**config.mk**
```make
export PLATFORM = sky130hd
export DESIGN_NAME = gpio_arbiter
export DESIGN_NICKNAME = d
export VERILOG_FILES = /design/src/rtl/gpio_arb_pkg.sv /design/src/rtl/rr_arb2.sv /design/src/rtl/gpio_arbiter.sv
export SDC_FILE = /design/constraint.sdc
export NUM_CORES = 1
export LEC_CHECK = 0
export ABC_CLOCK_PERIOD_IN_PS = 2500
export CORE_ASPECT_RATIO = 1.5
export CORE_MARGIN = 2
export CORE_UTILIZATION = 37
export CTS_BUF_LIST = sky130_fd_sc_hd__clkbuf_2 sky130_fd_sc_hd__clkbuf_4 sky130_fd_sc_hd__clkbuf_8
export DETAILED_ROUTE_END_ITERATION = 10
export PLACE_DENSITY_LB_ADDON = 0.08
export SLEW_MARGIN = 0
export SYNTH_ARGS = -nofsm -noshare
export SYNTH_HDL_FRONTEND = slang
export SYNTH_HIERARCHICAL = 1
export SYNTH_SLANG_ARGS = --single-unit
```
**constraint.sdc**
```tcl
create_clock -name CLK -period 2.5 [get_ports CLK]
set_input_delay 0.5 -clock CLK [delete_from_list [all_inputs] [get_ports CLK]]
set_output_delay 0.5 -clock CLK [all_outputs]
set_load 0.02 [all_outputs]
```
**src/rtl/gpio_arb_pkg.sv**
```systemverilog
// Shared types and constants for the two-requester GPIO port arbiter.
package gpio_arb_pkg;

    typedef enum logic [1:0] {
        IDLE  = 2'd0,
        ISSUE = 2'd1,
        RESP  = 2'd2
    } state_e;

    localparam logic [1:0] ADDR_GPI1 = 2'b00;
    localparam logic [1:0] ADDR_GPI2 = 2'b01;
    localparam logic [1:0] ADDR_GPO1 = 2'b10;
    localparam logic [1:0] ADDR_GPO2 = 2'b11;

endpackage

```
**src/rtl/rr_arb2.sv**
```systemverilog
// Two-way round-robin picker: a lone request wins outright, a tie goes to ptr_i.
module rr_arb2 (
    input  logic [1:0] req_i,
    input  logic       ptr_i,
    output logic [1:0] sel_o
);

    always_comb begin
        sel_o = req_i;
        if (req_i == 2'b11) begin
            sel_o = ptr_i ? 2'b10 : 2'b01;
        end
    end

endmodule

```
**src/rtl/gpio_arbiter.sv**
```systemverilog
// Shares the GPIO register port between two requesters; each access runs
// grant/latch -> issue -> respond, and every output towards gpio_top is registered.
module gpio_arbiter
    import gpio_arb_pkg::*;
#(
    parameter int WIDTH  = 32,
    parameter int ADDR_W = 2
) (
    input  logic              CLK,
    input  logic              RST,
    input  logic              req0,
    input  logic              we0,
    input  logic [ADDR_W-1:0] a0,
    input  logic [WIDTH-1:0]  wd0,
    input  logic              req1,
    input  logic              we1,
    input  logic [ADDR_W-1:0] a1,
    input  logic [WIDTH-1:0]  wd1,
    output logic              gnt0,
    output logic              gnt1,
    output logic              done0,
    output logic              done1,
    output logic [WIDTH-1:0]  rd_out,
    output logic [ADDR_W-1:0] A,
    output logic              WE,
    output logic [WIDTH-1:0]  WD,
    input  logic [WIDTH-1:0]  RD
);

    state_e            state_q, state_d;
    logic              rr_ptr_q, rr_ptr_d;
    logic              owner_q, owner_d;
    logic [1:0]        gnt_q, gnt_d;
    logic [1:0]        done_q, done_d;
    logic [ADDR_W-1:0] a_q, a_d;
    logic              we_q, we_d;
    logic [WIDTH-1:0]  wd_q, wd_d;
    logic [WIDTH-1:0]  rd_q, rd_d;
    logic [1:0]        sel;

    rr_arb2 u_rr_arb2 (
        .req_i (state_q == IDLE ? {req1, req0} : 2'b00),
        .ptr_i (rr_ptr_q),
        .sel_o (sel)
    );

    always_comb begin
        // NOTE: every target gets a default first so no path leaves it unassigned (no latches).
        state_d  = state_q;
        rr_ptr_d = rr_ptr_q;
        owner_d  = owner_q;
        gnt_d    = gnt_q;
        done_d   = 2'b00;
        a_d      = a_q;
        we_d     = 1'b0;
        wd_d     = wd_q;
        rd_d     = rd_q;

        unique case (state_q)
            IDLE: begin
                if (sel != 2'b00) begin
                    owner_d = sel[1];
                    gnt_d   = sel;
                    a_d     = sel[1] ? a1  : a0;
                    we_d    = sel[1] ? we1 : we0;
                    wd_d    = sel[1] ? wd1 : wd0;
                    state_d = ISSUE;
                end
            end
            ISSUE: begin
                // RD here still reflects the pre-write register contents.
                rd_d            = RD;
                done_d[owner_q] = 1'b1;
                state_d         = RESP;
            end
            RESP: begin
                rr_ptr_d = ~owner_q;
                gnt_d    = 2'b00;
                state_d  = IDLE;
            end
            default: state_d = IDLE;
        endcase
    end

    // NOTE: sequential state uses non-blocking assignments so all registers update together.
    always_ff @(posedge CLK or posedge RST) begin
        if (RST) begin
            state_q  <= IDLE;
            rr_ptr_q <= 1'b0;
            owner_q  <= 1'b0;
            gnt_q    <= 2'b00;
            done_q   <= 2'b00;
            a_q      <= '0;
            we_q     <= 1'b0;
            wd_q     <= '0;
            rd_q     <= '0;
        end else begin
            state_q  <= state_d;
            rr_ptr_q <= rr_ptr_d;
            owner_q  <= owner_d;
            gnt_q    <= gnt_d;
            done_q   <= done_d;
            a_q      <= a_d;
            we_q     <= we_d;
            wd_q     <= wd_d;
            rd_q     <= rd_d;
        end
    end

    assign gnt0   = gnt_q[0];
    assign gnt1   = gnt_q[1];
    assign done0  = done_q[0];
    assign done1  = done_q[1];
    assign A      = a_q;
    assign WE     = we_q;
    assign WD     = wd_q;
    assign rd_out = rd_q;

endmodule

```
**Word level (Yosys, flattened, before mapping)**

Cells that the tools add are included.

- Input bits: 106
- Register bits after elaboration: 75
- Output and inout port bits: 71

- Eq/ne operators: 4
- Order comparisons: 2
- Bitwise logic cells: 1
- Reduce and logical (&&, ||, !) cells: 6
- Muxes and demuxes: 15

Operator list:

| kind | count |
|---|---|
| 32-bit two-way mux | 1 |
| 2-bit two-way mux | 7 |
| 2-bit case mux with 2 select lines | 2 |
| 2-bit == test, second input constant | 2 |
| 1-bit two-way mux | 4 |
| 2-bit AND reduction | 2 |
| 2-bit nonzero test | 2 |
| 2-bit by 1-bit == test with 1-bit output, second input constant | 1 |
| 2-bit zero test | 1 |
| 1-bit by 2-bit < comparator with 1-bit output, second input constant | 1 |
| 2-bit by 1-bit != test with 1-bit output, second input constant | 1 |
| 1-bit demux with 1-bit select | 1 |
| 1-bit greater-or-equal comparator, second input constant | 1 |
| 1-bit logical AND | 1 |
| 1-bit NOT | 1 |

**Depth between registers and ports, before layout**

- Depth after elaboration: 7
- Mapped depth: 8
- Depth with buffers taken out: 6

**Hierarchy**

The synthesis kept the hierarchy.

Modules (own cells, without submodules):

| module | cells an instance | area each (sq um) | instances |
|---|---|---|---|
| gpio_arbiter | 212 | 3404.5 | 1 |
| rr_arb2 | 3 | 18.8 | 1 |

**Worst setup path after synthesis**

Ideal clock, no wire load.

- Path type: reg2reg
- Start point: reg state_q[0]
- End point: reg wd_q[10] (netlist: WD[10])
- Stages on the path, launching flop included: 9
- Data arrival time: 1.909 ns
- Buffers on the path: 3
- Slack: 0.466 ns
- Cells stage by stage: dfrtp_1 buf_6 nor2_4 and2_1 a21boi_1 buf_6 buf_6 mux2_1 mux2_4

- Cells in the longest elaborated chain, start to end: 6
- Elaborated cells between the ends (all ways): 7
- Those cells by class: eq/ne: 1; mux: 3; reduce/logical: 3

RTL lines:

| item | RTL line | source |
|---|---|---|
| from (decl) | gpio_arbiter.sv:30 | `state_e state_q, state_d;` |
| from (signal assigned) | gpio_arbiter.sv:98 | `state_q <= state_d;` |
| 2-bit zero test * | gpio_arbiter.sv:42 | `.req_i (state_q == IDLE ? {req1, req0} : 2'b00),` |
| 2-bit two-way mux * | gpio_arbiter.sv:42 |  |
| 2-bit == test | rr_arb2.sv:10 | `if (req_i == 2'b11) begin` |
| 2-bit two-way mux * | rr_arb2.sv:10 |  |
| via sel[1] | gpio_arbiter.sv:39 | `logic [1:0] sel;` |
| 2-bit nonzero test | gpio_arbiter.sv:61 | `if (sel != 2'b00) begin` |
| 2-bit AND reduction (no line) | - |  |
| to (signal assigned) | gpio_arbiter.sv:105 | `wd_q <= wd_d;` |
| to (decl) | gpio_arbiter.sv:37 | `logic [WIDTH-1:0] wd_q, wd_d;` |

The timed path passes the listed nets; every way through them passes the cells marked *.
A chain may end at the register's enable or synchronous reset.

**Worst setup path in the final report**

- Start point: reg state_q[0]
- End point: reg wd_q[31] (netlist: WD[31])

The elaborated chain is that of the path after synthesis.

==> out/qor.yml <==
clock_tree:
  clk_pin_slew_worst_paths_ns: 0.08
  insertion_delay_ns: 0.36
  clock_path_buffers: 2
  cts_root_buf: "clkbuf_8"
  numCtsBuffers: 9
  htree_levels: 3
  cts_resized: 0
  cts_setup_buffers: 0
  cts_tree: "yes"
  cts.sinks: 75
  cts_hold_buffers: 0
timing:
  tightest_slew_ns: 0.790
  min_period_ns: 2.09
  finalSetupViolations: 0
  finalHoldViolCount: 0
  clock_skew_ns: 0.00897
  layout_setup_ws_ns: 0.410
  drv_slew: 0
  max_freq_mhz: 478
  fin_hold_ws_ns: 0.453
  rsz0062_at_grt: "no"
  finalSetupTns_ns: 0
  finalCritPeriodShare: 0.836
  slew_headroom: 0.471
drt:
  via_per_inst: 4.72
  routed_wl_um: 8400
  ant_nets: 0
  dr.pass1.iters: 4
  drc: 0
  drtIter0Drc: 65
  wl_per_cell_um: 16.4
  num_vias: 2423
hold_path:
  min_from: "owner_q"
  min_to: "done_q[0]"
  whs_path_depth: 1
  hold_class: "reg2reg"
synth:
  synth_top_family_by_area: "multiplexers"
  yosys_warnings: 6
  avgSynthCellArea_um2: 15.9
  synth_area_leaders: "dfrtp_1 (55%), mux2_2 (15%), mux2_4 (12%)"
  synth_adder_area_share: 0
  netlist.area_leader.share: 0.548
  synth-simple-area-share: 0.0139
  ys_ff_latch: 75
  synth_nets: 321
  syn_area_um2: 3420
  synth-xor-area-share: 0
  syn-instance-count: 215
  yosys.area.top_type: "dfrtp_1"
  synth-compound-area-share: 0.0241
  synth_cell_type_count: 27
  seq_area_frac_synth: 0.548
  muxShareOfSynthArea: 0.363
layout:
  fill_cells: 752
  layout.nets: 502
  antenna_cells: 0
  area_growth_pct: 60.9
  drive_above_1_share: 0.257
grt:
  overflow: 0
  grt_max_degree: 76
  antenna_found_initial: 0
  grt_pass1_vias: 2579
  grt_pass1_wl_um: 12600
  track_usage: 0.171
floorplan:
  start_util: 0.374
  placeableCoreArea_um2: 9150
  die_area_um2: 10100
  dieHeight_um: 122
  die_w_um: 82.5
  io_pins: 177
  num_rows: 43
worst_setup_path:
  arrival_ns: 2.33
  crit_path_end_kind: "flip-flop"
  cp-start-kind: "flip-flop"
  crit_type: "reg2reg"
  r2r_slack_ns: 0.41
  worstReg2RegEnd: "WD[31]"
  reg2reg_depth: 6
  cp.required_ns: 2.74
  path_max_fanout: 10
  r2r-start: "state_q[0]"
placement:
  io_buffers: 176
  dp.final_hpwl_um: 6230
  gp_congestion: 0.746
  place_ws_ns: 0.117
flow_run:
  drv_cap: 0
power_and_ir_drop:
  pwr-share-seq: 0.299
  comb_power_share: 0.559
  irDropWorstVdd_mv: 0.606
  total_power_mw: 7.27
  internal_power_mw: 4.74
  power_leakage_nw: 2.32
  switchingPower_mw: 2.53
  clock_power_share: 0.142
  power.share.switching: 0.348
  power_density_nw_per_um2: 1320
status:
  status: "finished, final reports clean"
[power groups by stage]
stage	combinational [mW]	sequential, mW	clock [mW]
after global placement	4.07	2.18	0
after detailed placement	4.11	2.21	0
after global routing	4.32	2.26	1.12
after floorplan	1.82	2.89	0
final	4.06	2.18	1.03
after CTS	4.13	2.19	1.07
[cell type report]
type	instances	area, µm²	area share
flip-flops and latches	75	1880	0.341
repair buffers	182	1860	0.337
multi-input cells	120	1380	0.251
well taps	112	140	0.0254
clock buffers	10	131	0.0239
clock inverters	6	90.1	0.0164
inverters	8	30.0	0.00545
[registers in the layout, indices dropped and copies added (netlist names)]
register  flops
A             2
WD           32
WE            1
done_q        2
gnt_q         2
owner_q       1
rd_out       32
rr_ptr_q      1
state_q       2
[cells in the final DEF (no fill, tap or decap), types with 2 or more instances in the layout]
cell type	count
inv_2	2
inv_1	6
o21ai_0	2
buf_4	2
nor2_1	2
and2_1	2
clkbuf_8	9
mux2_1	25
clkdlybuf4s50_1	176
mux2_4	28
dfrtp_1	75
buf_12	4
mux2_2	47
clkinv_4	2
bufinv_16	2
[per-layer routing]
metal,vias to the layer above,track usage,wire (µm),share of wire
li1,1117,-,-,-
met1,1172,0.184,3090,0.37
met2,119,0.285,4260,0.51
met3,15,0.0741,864,0.10
met4,0,0.0779,187,0.022
met5,-,0,0,0
[metrics by stage]
stage | utilization | std cells | cell area [µm²]
after floorplan | - | 215 | 3420
after global placement | 0.578 | 497 | 5290
after detailed placement | 0.578 | 497 | 5290
after CTS | 0.602 | 513 | 5510
after global routing | 0.602 | 513 | 5510
final | 0.602 | 513 | 5510
[how the worst max path moves through the flow]
stage	endpoint	slack (ns)	cells after the start	startpoint
2_1_floorplan	A[0]	0.09	1	RST
3_3_place_gp	WD[20]	0.14	6	req1
3_5_place_dp	WD[31]	0.12	6	req1
4_1_cts	WD[31]	0.39	6	state_q[0]
5_1_grt	WD[31]	0.27	6	state_q[0]
6_report	WD[31]	0.41	6	state_q[0]
[cells in the mapped netlist]
master    count
dfrtp_1      75
mux2_2       47
mux2_4       28
mux2_1       25
inv_1         7
buf_6         4
buf_12        3
a21boi_1      2
and2_1        2
buf_2         2
buf_4         2
nor2_1        2
o21ai_0       2
a21o_1        1
a21oi_1       1
a22o_1        1
a22oi_1       1
buf_8         1
inv_2         1
mux2i_1       1
nand2_1       1
nand2_2       1
nor2_4        1
nor2b_1       1
o21a_4        1
o22ai_1       1
o31ai_1       1
[worst max-delay path, cell delays in order, from the launching register on]
cell	delay, ns
dfrtp_1	0.48
nor2_4	0.18
and2_1	0.16
a21boi_4	0.29
buf_4	0.24
mux2_2	0.35
mux2_4	0.26
[logic make-up (layout without fill, tap and decap cells)]
logic type | Yosys count | after routing
mux | 101 | 101
flops | 75 | 75
buf+inv | 20 | 206
compound gates | 11 | 11
simple gates | 8 | 8
No activity file was read; power rests on OpenSTA's default activity.
==> RTL change: new RTL, same flow settings <==
The 3 states of `state_e` get a one-hot encoding in 3 bits.
--- a/src/rtl/gpio_arb_pkg.sv
+++ b/src/rtl/gpio_arb_pkg.sv
@@ -1,10 +1,10 @@
 // Shared types and constants for the two-requester GPIO port arbiter.
 package gpio_arb_pkg;
 
-    typedef enum logic [1:0] {
-        IDLE  = 2'd0,
-        ISSUE = 2'd1,
-        RESP  = 2'd2
+    typedef enum logic [2:0] {
+        IDLE  = 3'b001,
+        ISSUE = 3'b010,
+        RESP  = 3'b100
     } state_e;
 
     localparam logic [1:0] ADDR_GPI1 = 2'b00;
Function: same outputs for any inputs over 10 cycles, from zero or initial values and one cycle with RST high; not proved beyond that.
==> RTL change against the unedited design <==
  * Cell area grew 1.5%
  * Total power shrank 3.3%
  * Clock power shrank 13%
  * Largest power group unchanged
  * Cell count grew 1.8%
  * Setup slack lost 0.21 ns
  * Sequential cell count grew 1
  * Synthesized area grew 0.95%
  * Routed wire length grew 4.9%
==> RTL change: results (changes against the unedited design) <==
| Metric | Value |
|---|---|
| Fillers | `781 (was 752)` |
| First-pass GRT wire length | `13700 um (was 12600 um)` |
| Num CTS Buffers | `9 (unchanged)` |
| Via density | `4.74 (was 4.72)` |
| Synth Flop Type | `dfrtp_1 (unchanged)` |
| Worst-path fanout max | `20 (was 10)` |
| Gate Count Post-Synth | `219 (was 215)` |
| Largest cells by area after synthesis | `dfrtp_1 (54%), mux2_2 (24%), mux2_4 (12%) (was dfrtp_1 (55%), mux2_2 (15%), mux2_4 (12%))` |
| Total GRT Usage | `17.5% (was 17.1%)` |
| DR top layer | `met4 (unchanged)` |
| Vias in the first global route | `2614 (was 2579)` |
| Yosys warning total | `6 (unchanged)` |
| CTS Root Cell | `clkbuf_8 (unchanged)` |
| Antenna violations before repair | `0 (unchanged)` |
| Post-Syn Nets | `325 (was 321)` |
| Async SR Flop Fraction | `100% (unchanged)` |
| List of most frequent post-synthesis cells | `dfrtp_1 (75), mux2_2 (73), mux2_4 (27) (was dfrtp_1 (75), mux2_2 (47), mux2_4 (28))` |
| Max Buffers Root-to-Sink | `2 (unchanged)` |
| Peak VDD IR | `711 uV (was 606 uV)` |
| Worst path max stage delay | `0.59 ns (was 0.48 ns)` |
| Register area share after synthesis | `55.1% (was 54.8%)` |
| M1 WL | `3340 um (was 3090 um)` |
| IO buf count | `176 (unchanged)` |
| 1st-pass router iterations | `2 (was 4)` |
| Clock latency on the worst-skew pair | `0.34 ns (was 0.36 ns)` |
| Final Skew | `0.00477 ns (was 0.00897 ns)` |
| Ant. Diodes | `0 (unchanged)` |
| # H-tree levels | `3 (unchanged)` |
| Slew margin rel. | `63.0% (was 47.1%)` |
| Post-Route WL | `8820 um (was 8400 um)` |
| Synth Area in Adders | `0% (unchanged)` |
| Nets | `511 (was 502)` |
| Lkg Pwr | `2.33 nW (was 2.32 nW)` |
| Setup_tns | `0 ns (unchanged)` |
| WL/cell | `16.9 um (was 16.4 um)` |
| CTS resizes | `0 (unchanged)` |
| Share of post-route cells with drive strength above 1 | `33.7% (was 25.7%)` |
| Routed met3 length | `587 um (was 864 um)` |
| Hold Path Class | `in2async (was reg2reg)` |
| Status | `complete, no violations (unchanged)` |
| Reg2Reg Depth | `6 (unchanged)` |
| Synth Area in Compound Gates | `2.24% (was 2.41%)` |
| HPWL Detailed | `6710 um (was 6230 um)` |
| CP max-delay cell | `dfstp_2 (was dfrtp_1)` |
| Initial DRC Count | `78 (was 65)` |
| Pre-CTS setup slack | `0.188 ns (was 0.117 ns)` |
| Arrival time worst endpoint | `2.52 ns (was 2.33 ns)` |
| Largest net degree at the start of global routing | `37 (was 76)` |
| Routed met2 length | `4700 um (was 4260 um)` |
| Internal power | `4.61 mW (was 4.74 mW)` |
| Global placement routability congestion | `0.755 (was 0.746)` |
| Post-synthesis mux area share | `35.8% (was 36.3%)` |
| Synth unique cells | `24 (was 27)` |
-- RTL change: cell types whose count changed in the layout (fill, tap and decap cells not counted), moves of 3 or more --
cell / unedited run / this run
clkbuf_8: 9 / 12
mux2_2: 47 / 73
buf_4: 2 / 7
o21ai_0: 2 / 5
mux2_1: 25 / 0
a21oi_1: 1 / 4
inv_1: 6 / 2
-- RTL change: worst max-delay path, delay by kind of cell, from the launching register on --
family / cells / cell delay [ns]
AND/OR/NAND/NOR: 2 / 0.51
flip-flops: 1 / 0.59
AO/OA/AOI/OAI: 1 / 0.26
buffers and inverters: 1 / 0.20
multiplexers: 2 / 0.61
-- RTL change: metal layers --
metal  vias to the layer above  global-route usage, %
li1                       1141                      -
met1                      1213                   19.9
met2                       103                   30.2
met3                        15                   6.25
met4                         0                   7.07
met5                         -                      0
-- RTL change: path summary, 6_finish.rpt --
| path | from | endpoint | slack [ns] |
|---|---|---|---|
| min in group CLK | owner_q$_DFFE_PP0P_ | done_q[0]$_DFF_PP0_ | 0.50 |
| hold / removal | RST | WD[16]$_DFFE_PP0P_ | 0.50 |
| max in group asynchronous | RST | state_q[0]$_DFFE_PP1P_ | 1.36 |
| hold reg to reg | owner_q$_DFFE_PP0P_ | done_q[0]$_DFF_PP0_ | 0.50 |
| setup reg to reg | state_q[0]$_DFFE_PP1P_ | WD[10]$_DFFE_PP0P_ | 0.20 |
| setup / recovery | state_q[0]$_DFFE_PP1P_ | WD[10]$_DFFE_PP0P_ | 0.20 |
-- RTL change: final cells by class --
type                       count  share of cell area (%)
clock buffer                  15                    3.36
clock inverter                 1                  0.0895
inverter                       3                   0.224
multi-input combinational    127                    25.5
sequential                    76                    34.0
tap                          112                    2.51
timing repair buffer         188                    34.2
-- RTL change: cells by family after synthesis --
kind of cell	Yosys count
AOI/OAI and AO/OA	13
muxes	101
buffers and inverters	16
DFF	76
and+or+nand+nor	13
-- RTL change: power by group through the flow --
stage | clock network [mW] | logic (mW) | registers, mW
6_report | 0.897 | 3.95 | 2.18
4_1_cts | 0.936 | 4.02 | 2.19
5_1_grt | 0.991 | 4.17 | 2.27
3_3_place_gp | 0 | 3.96 | 2.19
3_5_place_dp | 0 | 4.01 | 2.20
2_1_floorplan | 0 | 1.64 | 2.88
-- RTL change: stage by stage --
stage | cell area (um2) | hold slack (ns) | power (mW)
floorplan | 3460 | 0.433 | 4.53
global route | 5590 | 0.518 | 7.43
detailed placement | 5400 | 0.493 | 6.21
finish | 5590 | 0.497 | 7.03
global placement | 5400 | 0.488 | 6.14
CTS | 5590 | 0.499 | 7.15
